$ cat src/rtl/memory_access.sv
// memory_access -- RV32I memory pipeline stage.
//
// Takes the execute-stage register outputs and either passes a non-memory
// result through in one cycle, or runs one load/store on a req/ack data bus.
// Loads are lane-selected and sign/zero extended; stores get byte enables and
// lane-replicated data. Execute is back-pressured through or_stall while the
// stage is busy or write-back is stalled.
//
// Ports
//   i_clk, i_rst                  clock, async active-high reset
//   i_opcode..i_pc                instruction fields from execute
//   i_flush                       kill the instruction in this stage
//   i_stall                       write-back cannot accept; hold outputs
//   or_dmem_* / i_dmem_*          data-memory request / response
//   or_opcode..or_pc              result to write-back
//   or_stall                      hold request to execute
//   or_misaligned                 pulse: misaligned access, no bus cycle
//   or_access_fault               pulse: bus ack carried err
module memory_access #(
  parameter int XLEN  = 32,
  parameter int XADDR = 5,
  parameter int OPLEN = 7
) (
  input  logic             i_clk,
  input  logic             i_rst,
  input  logic [OPLEN-1:0] i_opcode,
  input  logic [2:0]       i_funct3,
  input  logic [XLEN-1:0]  i_alu_result,
  input  logic [XLEN-1:0]  i_rs2_data,
  input  logic [XADDR-1:0] i_rd_addr,
  input  logic             i_rd_wr_en,
  input  logic [XLEN-1:0]  i_pc,
  input  logic             i_flush,
  input  logic             i_stall,
  output logic             or_dmem_req,
  output logic             or_dmem_we,
  output logic [XLEN-1:0]  or_dmem_addr,
  output logic [XLEN-1:0]  or_dmem_wdata,
  output logic [3:0]       or_dmem_be,
  input  logic             i_dmem_ack,
  input  logic [XLEN-1:0]  i_dmem_rdata,
  input  logic             i_dmem_err,
  output logic [OPLEN-1:0] or_opcode,
  output logic [XADDR-1:0] or_rd_addr,
  output logic             or_rd_wr_en,
  output logic [XLEN-1:0]  or_rd_data,
  output logic [XLEN-1:0]  or_pc,
  output logic             or_stall,
  output logic             or_misaligned,
  output logic             or_access_fault
);

  localparam logic [OPLEN-1:0] L_OP = OPLEN'(7'b0000011);
  localparam logic [OPLEN-1:0] S_OP = OPLEN'(7'b0100011);

  typedef enum logic [1:0] {IDLE, BUS, HOLD} state_t;
  state_t state_q, state_d;

  // Decode of the incoming instruction (only consumed in IDLE).
  logic            is_load, is_store, is_mem, mis;
  logic [1:0]      off;
  logic [3:0]      st_be;
  logic [XLEN-1:0] st_wdata;

  // Instruction captured at bus issue; execute moves on once it is taken.
  logic [OPLEN-1:0] sv_opcode;
  logic [XADDR-1:0] sv_rd_addr;
  logic             sv_wr_en, sv_load, sv_kill;
  logic [2:0]       sv_f3;
  logic [1:0]       sv_off;
  logic [XLEN-1:0]  sv_alu, sv_pc;

  // Completed result parked while write-back is stalled.
  logic [XLEN-1:0] buf_data;
  logic            buf_wr_en, buf_err;

  logic [XLEN-1:0] lane, ld_data, res_data;
  logic            res_wr_en;

  always_comb begin
    is_load  = (i_opcode == L_OP);
    is_store = (i_opcode == S_OP);
    is_mem   = is_load | is_store;
    off      = i_alu_result[1:0];
    mis      = 1'b0;
    st_be    = 4'hF;
    st_wdata = i_rs2_data;
    case (i_funct3[1:0])
      2'b00: begin
        st_be    = 4'b0001 << off;
        st_wdata = {(XLEN/8){i_rs2_data[7:0]}};
      end
      2'b01: begin
        mis      = off[0];
        st_be    = 4'b0011 << {off[1], 1'b0};
        st_wdata = {(XLEN/16){i_rs2_data[15:0]}};
      end
      default: mis = (off != 2'b00);
    endcase
    mis = mis & is_mem;
  end

  // Load lane select and extension from the captured width/offset.
  always_comb begin
    lane = i_dmem_rdata >> {sv_off, 3'b000};
    case (sv_f3)
      3'b000:  ld_data = {{(XLEN-8){lane[7]}}, lane[7:0]};
      3'b001:  ld_data = {{(XLEN-16){lane[15]}}, lane[15:0]};
      3'b100:  ld_data = {{(XLEN-8){1'b0}}, lane[7:0]};
      3'b101:  ld_data = {{(XLEN-16){1'b0}}, lane[15:0]};
      default: ld_data = lane;
    endcase
    // Stores report their effective address on rd_data; they never write rd.
    res_data  = sv_load ? ld_data : sv_alu;
    res_wr_en = sv_load & sv_wr_en & ~sv_kill & ~i_flush & ~i_dmem_err;
  end

  assign or_stall = (state_q != IDLE) | i_stall;

  always_ff @(posedge i_clk or posedge i_rst) begin
    if (i_rst) state_q <= IDLE;
    else       state_q <= state_d;
  end

  always_comb begin
    state_d = state_q;
    case (state_q)
      IDLE:    if (!i_stall && !i_flush && is_mem && !mis) state_d = BUS;
      BUS:     if (i_dmem_ack) state_d = i_stall ? HOLD : IDLE;
      HOLD:    if (!i_stall) state_d = IDLE;
      default: state_d = IDLE;
    endcase
  end

  always_ff @(posedge i_clk or posedge i_rst) begin
    if (i_rst) begin
      or_dmem_req     <= 1'b0;
      or_dmem_we      <= 1'b0;
      or_dmem_addr    <= '0;
      or_dmem_wdata   <= '0;
      or_dmem_be      <= '0;
      or_opcode       <= '0;
      or_rd_addr      <= '0;
      or_rd_wr_en     <= 1'b0;
      or_rd_data      <= '0;
      or_pc           <= '0;
      or_misaligned   <= 1'b0;
      or_access_fault <= 1'b0;
      sv_opcode       <= '0;
      sv_rd_addr      <= '0;
      sv_wr_en        <= 1'b0;
      sv_load         <= 1'b0;
      sv_kill         <= 1'b0;
      sv_f3           <= '0;
      sv_off          <= '0;
      sv_alu          <= '0;
      sv_pc           <= '0;
      buf_data        <= '0;
      buf_wr_en       <= 1'b0;
      buf_err         <= 1'b0;
    end else begin
      or_misaligned   <= 1'b0;
      or_access_fault <= 1'b0;
      case (state_q)
        IDLE: if (!i_stall) begin
          if (i_flush) begin
            or_opcode   <= '0;
            or_rd_wr_en <= 1'b0;
          end else if (!is_mem || mis) begin
            or_opcode     <= i_opcode;
            or_rd_addr    <= i_rd_addr;
            or_pc         <= i_pc;
            or_rd_data    <= i_alu_result;
            or_rd_wr_en   <= i_rd_wr_en & ~mis;
            or_misaligned <= mis;
          end else begin
            or_dmem_req   <= 1'b1;
            or_dmem_we    <= is_store;
            or_dmem_addr  <= {i_alu_result[XLEN-1:2], 2'b00};
            or_dmem_be    <= is_store ? st_be : 4'b0000;
            or_dmem_wdata <= st_wdata;
            or_rd_wr_en   <= 1'b0;
            sv_opcode     <= i_opcode;
            sv_rd_addr    <= i_rd_addr;
            sv_wr_en      <= i_rd_wr_en;
            sv_load       <= is_load;
            sv_kill       <= 1'b0;
            sv_f3         <= i_funct3;
            sv_off        <= off;
            sv_alu        <= i_alu_result;
            sv_pc         <= i_pc;
          end
        end
        BUS: begin
          if (i_flush) sv_kill <= 1'b1;
          if (i_dmem_ack) begin
            or_dmem_req <= 1'b0;
            if (!i_stall) begin
              or_opcode       <= sv_opcode;
              or_rd_addr      <= sv_rd_addr;
              or_pc           <= sv_pc;
              or_rd_data      <= res_data;
              or_rd_wr_en     <= res_wr_en;
              or_access_fault <= i_dmem_err;
            end else begin
              buf_data  <= res_data;
              buf_wr_en <= res_wr_en;
              buf_err   <= i_dmem_err;
            end
          end
        end
        HOLD: begin
          if (i_flush) buf_wr_en <= 1'b0;
          if (!i_stall) begin
            or_opcode       <= sv_opcode;
            or_rd_addr      <= sv_rd_addr;
            or_pc           <= sv_pc;
            or_rd_data      <= buf_data;
            or_rd_wr_en     <= buf_wr_en & ~i_flush;
            or_access_fault <= buf_err;
          end
        end
        default: ;
      endcase
    end
  end

endmodule

$ cat config.mk
export PLATFORM = sky130hd
export DESIGN_NAME = memory_access
export DESIGN_NICKNAME = d
export VERILOG_FILES = /design/src/rtl/memory_access.sv
export SDC_FILE = /design/constraint.sdc
export NUM_CORES = 1
export LEC_CHECK = 0
export BUFFER_PORTS_ARGS = -buffer_cell sky130_fd_sc_hd__buf_2
export CELL_PAD_IN_SITES_DETAIL_PLACEMENT = 1
export CELL_PAD_IN_SITES_GLOBAL_PLACEMENT = 1
export CORE_MARGIN = 3
export CORE_UTILIZATION = 40
export DETAILED_ROUTE_END_ITERATION = 12
export PLACE_DENSITY = 0.85
export SLEW_MARGIN = 10
export SYNTH_ARGS = -nofsm -noshare
export SYNTH_HDL_FRONTEND = slang
export SYNTH_SLANG_ARGS = --single-unit
$ cat constraint.sdc
create_clock -name i_clk -period 9.4 [get_ports i_clk]
set_input_delay 0.94 -clock i_clk [delete_from_list [all_inputs] [get_ports i_clk]]
set_output_delay 0.94 -clock i_clk [all_outputs]
set_load 0.01 [all_outputs]
==> Word-level counts from Yosys, hierarchy flattened <==
Index checks and enable logic that the tools add are counted.
{ "classes": {"n_reduce_logical": 26, "eq_ne": 20, "bitwise": 15, "shifts": 3, "mux": 65} }
{ "ops": {"columns": ["operator", "n"], "rows": [
  ["32-bit 2-to-1 mux", 12],
  ["32-bit one-hot mux with 3 select lines", 2],
  ["32-bit one-hot mux with 4 select lines", 1],
  ["32-bit one-hot mux with 2 select lines", 1],
  ["7-bit 2-to-1 mux", 5],
  ["32-bit by 5-bit right shift with 32-bit output", 1],
  ["5-bit 2-to-1 mux", 5],
  ["1-bit 2-to-1 mux", 24],
  ["2-bit != test (second input constant)", 11],
  ["7-bit one-hot mux with 3 select lines", 1],
  ["5-bit AND reduction", 4],
  ["5-bit one-hot mux with 3 select lines", 1],
  ["4-bit AND reduction", 3],
  ["1-bit one-hot mux with 2 select lines", 5],
  ["2-bit 2-to-1 mux", 4],
  ["4-bit one-hot mux with 2 select lines", 1],
  ["2-bit nonzero test", 4],
  ["1-bit AND", 7],
  ["7-bit by 2-bit == test with 1-bit output (second input constant)", 1],
  ["7-bit by 6-bit == test with 1-bit output (second input constant)", 1],
  ["7-bit AND reduction", 1],
  ["3-bit == test (second input constant)", 2],
  ["1-bit inverter", 6],
  ["2-bit one-hot mux with 3 select lines", 1],
  ["other kinds (16)", 25]
]} }
{ "totals": {"out_inout_bits": 150, "ff_bits": 267, "wordCells": 154, "in_bits": 150} }

==> Longest topological paths before layout <==
{ "logic_depth": {"depth_word": 9, "mapped_depth": 10, "depth_no_buf": 7} }

==> Worst setup path before layout <==
Ideal clock, no wire load.
{ "synth_path": {"path_type": "input -> register", "from": "in i_funct3[1]", "to": "reg or_dmem_wdata[20]", "required_time_ns": 9.265, "slack_ns": 6.861, "t_arrival_ns": 2.404, "setup_ns": 0.135, "n_path_buf": 4, "cell_stages": 9, "cell_sequence": "buf_2 nor2_4 o2111ai_2 nand2b_1 buf_2 clkbuf_1 clkbuf_1 nand2_1 o21ai_0"} }
{ "synth_via": {"elab_chain_cells": 6, "elab_cells_between_ends": 8, "cone_classes": "1 x eq/ne; 2 x mux; 2 x bitwise; 3 x reduce/logical"} }
{ "synth_rtl": {"columns": ["item", "line_no", "source"], "rows": [
  ["from (decl)", "27", "input logic [2:0] i_funct3,"],
  ["2-bit by 1-bit == test with 1-bit output / 2-bit logical NOT (equally long branches)", "88", "case (i_funct3[1:0])"],
  ["1-bit one-hot mux with 2 select lines", "88", null],
  ["1-bit AND", "100", "mis = mis & is_mem;"],
  ["1-bit logical OR", "169", "end else if (!is_mem || mis) begin"],
  ["1-bit inverter (no source line)", null, null],
  ["4-bit AND reduction (no source line)", null, null],
  ["to (signal assigned)", "181", "or_dmem_wdata <= st_wdata;"],
  ["to (decl)", "38", "output logic [XLEN-1:0] or_dmem_wdata,"]
]} }
Parallel ways exist; a longest one is shown, timed or not.
A chain may end at the register's enable or synchronous reset.

==> Final worst setup path <==
{ "layout_path": {"from": "in i_funct3[1]", "to": "reg or_dmem_wdata[24]"} }
The elaborated chain is that of the path after synthesis.

==> results <==
- The share of the clock period used by the worst path is 38.75%.
- The slew at the pin with the worst max-slew slack is between 1 and 1.5 ns.
- In the final routed layout, each cell accounts on average for just over 20 um.
- The vias per cell is around 5.4.
- Averaged over all synthesized cells, the footprint is a little over 9 um^2.
- The critical path class is in2reg.
- The number of cell instances on the worst register-to-register path is 8.
- For the worst setup path, the data required time is 9.76 ns.
- In this run the worst setup path terminates at or_dmem_wdata[24]$_DFFE_PP0P_.
- The kind of cell with the highest combined delay along the critical path is buffers and inverters.
- The startpoint of the most critical setup path is i_funct3[1].
- The area of the die is 0.03063 mm^2.
- Entering global routing, the biggest net connects 100 pins.
- The setup TNS is 0 ns.
- The post-cts gate resize count is 0.
- The total clock sinks is about 240.
- The gate count of the mapped netlist is 1241.
- The remaining antenna violation count after routing is 0.
- dfrtp_1 takes more of the synthesized area than any other cell.
- The largest stage delay on the critical path is 0.82 ns.
- After synthesis, the netlist uses 49 different library cells.
- In the global route stage, overall resource usage came out at 23.87%.
- The total power per unit cell area is 246.8 mW/mm^2.
- Along the worst path, the maximum fanout reaches 99.
- The clock tree from TritonCTS is built.
- For this configuration, the core starts out at a cell density of 40.90%.
- The routed design has 37440 um of wire.
- For this run, the number of Yosys warnings is 0.
- Traced cell by cell, the critical path runs through buf_2 > nor2_4 > o2111ai_2 > nand2b_4 > buf_4 > o21ai_0.
- The buffers inserted during post-CTS setup optimization is 0.
- The number of antenna violations at the first check in global routing came to 7.
- In this run the static leakage power is about 7.1 nW.
- For this block, the via count after detailed routing is 10010.
- The netlist area before placement is between 0.01 and 0.015 mm^2.
- The largest vdd supply drop is roughly 0.17 mV.
- For this design the top-level I/O count stands at 300.
- Before antenna repair, the detailed router went through 5 iterations.
- The worst register-to-register path begins at state_q[0]$_DFFE_PP0P_.
- STA classifies the critical path startpoint as an input port.
- The maximum clock path buffer count is 3.
- The total of endpoints with negative setup slack in the final report is 0.
- Across the run, the number of max-cap violations was 0.
- Ranked by total cell area, the synthesized netlist is headed by dfrtp_1 (51%), nand2_1 (11%), mux2i_1 (9.3%), o21ai_0 (7.3%), buf_4 (2.2%).
- Clock-pin slew was measured on the worst setup and hold paths at 0.06 ns.
- Across all register-to-register paths, the minimum setup slack is between 6 and 7 ns.
- The run finished with clean final reports.
- The critical path runs through a total of 6 cells.
- The final max-slew violation count is 0.
- Derived from the worst setup path, the maximum achievable clock frequency is 274.6 MHz.
- The total chip power is 3.394 mW.
- The net count of the finished layout is 1612.
- The horizontal extent of the die is approximately 180 um.
- The most common cell in the synthesized netlist is nand2_1.
- The count of endpoints failing hold in the final timing report is 0.
- The share of the Yosys chip area taken by registers is 51.47%.
- The via count of the first global-routing pass came to between 10000 and 15000.
- The slowest stage of the critical path belongs to the cell buf_4.
- STA classifies the critical path endpoint as a flip-flop.
- The number of port buffers is 297.
- The worst hold slack after final layout is 0.4677 ns.
- The total overflow left after global routing is 0.
- In this run the biggest area consumer among cell types represents 51.47% of the synthesized area.
- In this run the clock root is driven by a clkbuf_16.
- Setup repair after global routing left no endpoint under its margin.
- The wire length of the first global-routing pass is between 50000 and 60000 um.
- The buffer and inverter count on the worst path is 2.
- The maximum clock skew at final layout is around 0.0093 ns.
- Leaving out filler cells and counting taps, the final layout contains 1861.
- The final RePlAce weighted congestion is about 0.87.
- The number of flip-flops and latches in the synthesized netlist is 235.
- The number of buffers added to fix hold violations after cts is 0.
- The core region is 0.02793 mm^2.
- At the later pin of the worst-skew pair, clock insertion delay measures 0.53 ns.
- In this run, CTS created clock tree buffers numbering 27.
- The endpoint of the worst register-to-register path is or_opcode[0]$_DFFE_PP0P_.
- The post-route core utilization is 49.23%.
- The detailed router finished its first iteration with 646 violations.
- The instance count after placement with tap cells included is 1807.
- The deepest level of the CTS H-tree is 1.
- The fraction of layout instances using a drive strength above 1 is 24.95%.
- Yosys mapped a number of flops with a built-in enable equal to 0.
- The sum of net half-perimeters after detailed placement is 25840 um.
- After detailed routing, the number of remaining DRC violations is 0.
- For this run, the leading register cell type out of synthesis is dfrtp_1.
- The floorplan step set the die height to 175.0 um.
- The time the worst path needs with I/O delays and setup is about 3.6 ns.
- The post-synthesis async set-or-reset flop share is 100.0%.
- The class of the most critical hold timing path is reg2reg.
- The endpoint arrival time on the critical path is 4.00 ns.
- The number of rows created at floorplan is 61.
- Compared with the post-synthesis result, the final layout area differs by 20.35%.
- The tightest slew margin relative to the limit is 18.32%.
- Ranked by instance count, the synthesized netlist is headed by nand2_1 (323), dfrtp_1 (235), o21ai_0 (166).
-- metrics by stage --
| stage | cell area [um^2] | setup WS (ns) |
|---|---|---|
| finish | 13750 | 5.758 |
| detailed placement | 12910 | 5.266 |
| floorplan | 11430 | 2.014 |
| CTS | 13740 | 5.772 |
| global placement | 12910 | 5.432 |
| global route | 13750 | 5.498 |
-- layout by cell type, fill, tap and decap left out, types with 10 or more instances in the layout --
master     Yosys  routed
clkbuf_16      0      27
nand2b_1      13      12
o31ai_1       25      25
nand2_1      323     323
and2_1        12      12
inv_1         30      29
o22ai_1       18      18
mux2i_1      106     106
o21ai_0      166     166
nand3_1       28      27
dfrtp_1      235     234
clkbuf_1      62      10
buf_4         33      10
nor2_1        66      66
buf_2         20     297
a21oi_1       18      18
-- area by class of cell --
class,instances,area (um^2)
Fill cell,3333,14180
Multi-Input combinational cell,857,4870
Clock buffer,43,795.8
Inverter,30,120.1
Sequential cell,235,5882
Tap cell,378,473.0
Timing Repair Buffer,307,1562
Antenna cell,4,10.01
Clock inverter,7,38.79
-- power by group --
part	internal [mW]	switching, mW
combinational	0.412	0.680
sequential	1.19	0.113
clock	0.577	0.416
total	2.18	1.21
-- sequential cells by signal, indices dropped and copies added (netlist names), 2 cells and up --
signal and flops:
sv_rd_addr 5, buf_data 32, state_q 2, or_rd_addr 5, sv_alu 31, sv_f3 3
or_dmem_wdata 32, or_pc 32, sv_pc 32, sv_opcode 7, or_rd_data 32, or_dmem_be 4
or_opcode 7
-- worst reg2reg max path, delay by kind of cell (launching register included) --
family	cells	cell delay (ns)
fa+ha+maj	1	0.72
compound gates	2	0.48
simple gates	3	0.48
flops	1	0.40
buf+inv	2	0.96
-- cells by family (layout without fill, tap and decap cells) --
family	Yosys count	after routing	share of synthesized area (%)
AO/OA/AOI/OAI	277	277	14.47
adder cells (fa/ha/maj)	4	4	0.4380
buffers and inverters	150	387	6.231
flip-flops	235	235	51.47
multiplexers	117	117	10.96
other	1	6	0.03282
AND/OR/NAND/NOR	457	457	16.40
-- how the worst min path moves through the flow --
stage / from / endpoint / depth (start not counted)
2_1_floorplan: sv_opcode[0]$_DFFE_PP0P_ / sv_opcode[0]$_DFFE_PP0P_ / 1
5_1_grt: or_dmem_wdata[16]$_DFFE_PP0P_ / or_dmem_wdata[16]$_DFFE_PP0P_ / 2
6_report: or_opcode[1]$_DFFE_PP0P_ / or_opcode[1]$_DFFE_PP0P_ / 2
3_3_place_gp: sv_opcode[1]$_DFFE_PP0P_ / sv_opcode[1]$_DFFE_PP0P_ / 1
3_5_place_dp: or_dmem_wdata[4]$_DFFE_PP0P_ / or_dmem_wdata[4]$_DFFE_PP0P_ / 2
4_1_cts: or_opcode[1]$_DFFE_PP0P_ / or_opcode[1]$_DFFE_PP0P_ / 2
-- per-layer routing --
layer	wire length [um]	GRT usage [%]
met1	16090	31.84
met2	17620	39.11
met3	2308	4.781
met4	1366	8.112
met5	52	0
Power figures use the tool's default switching activity.
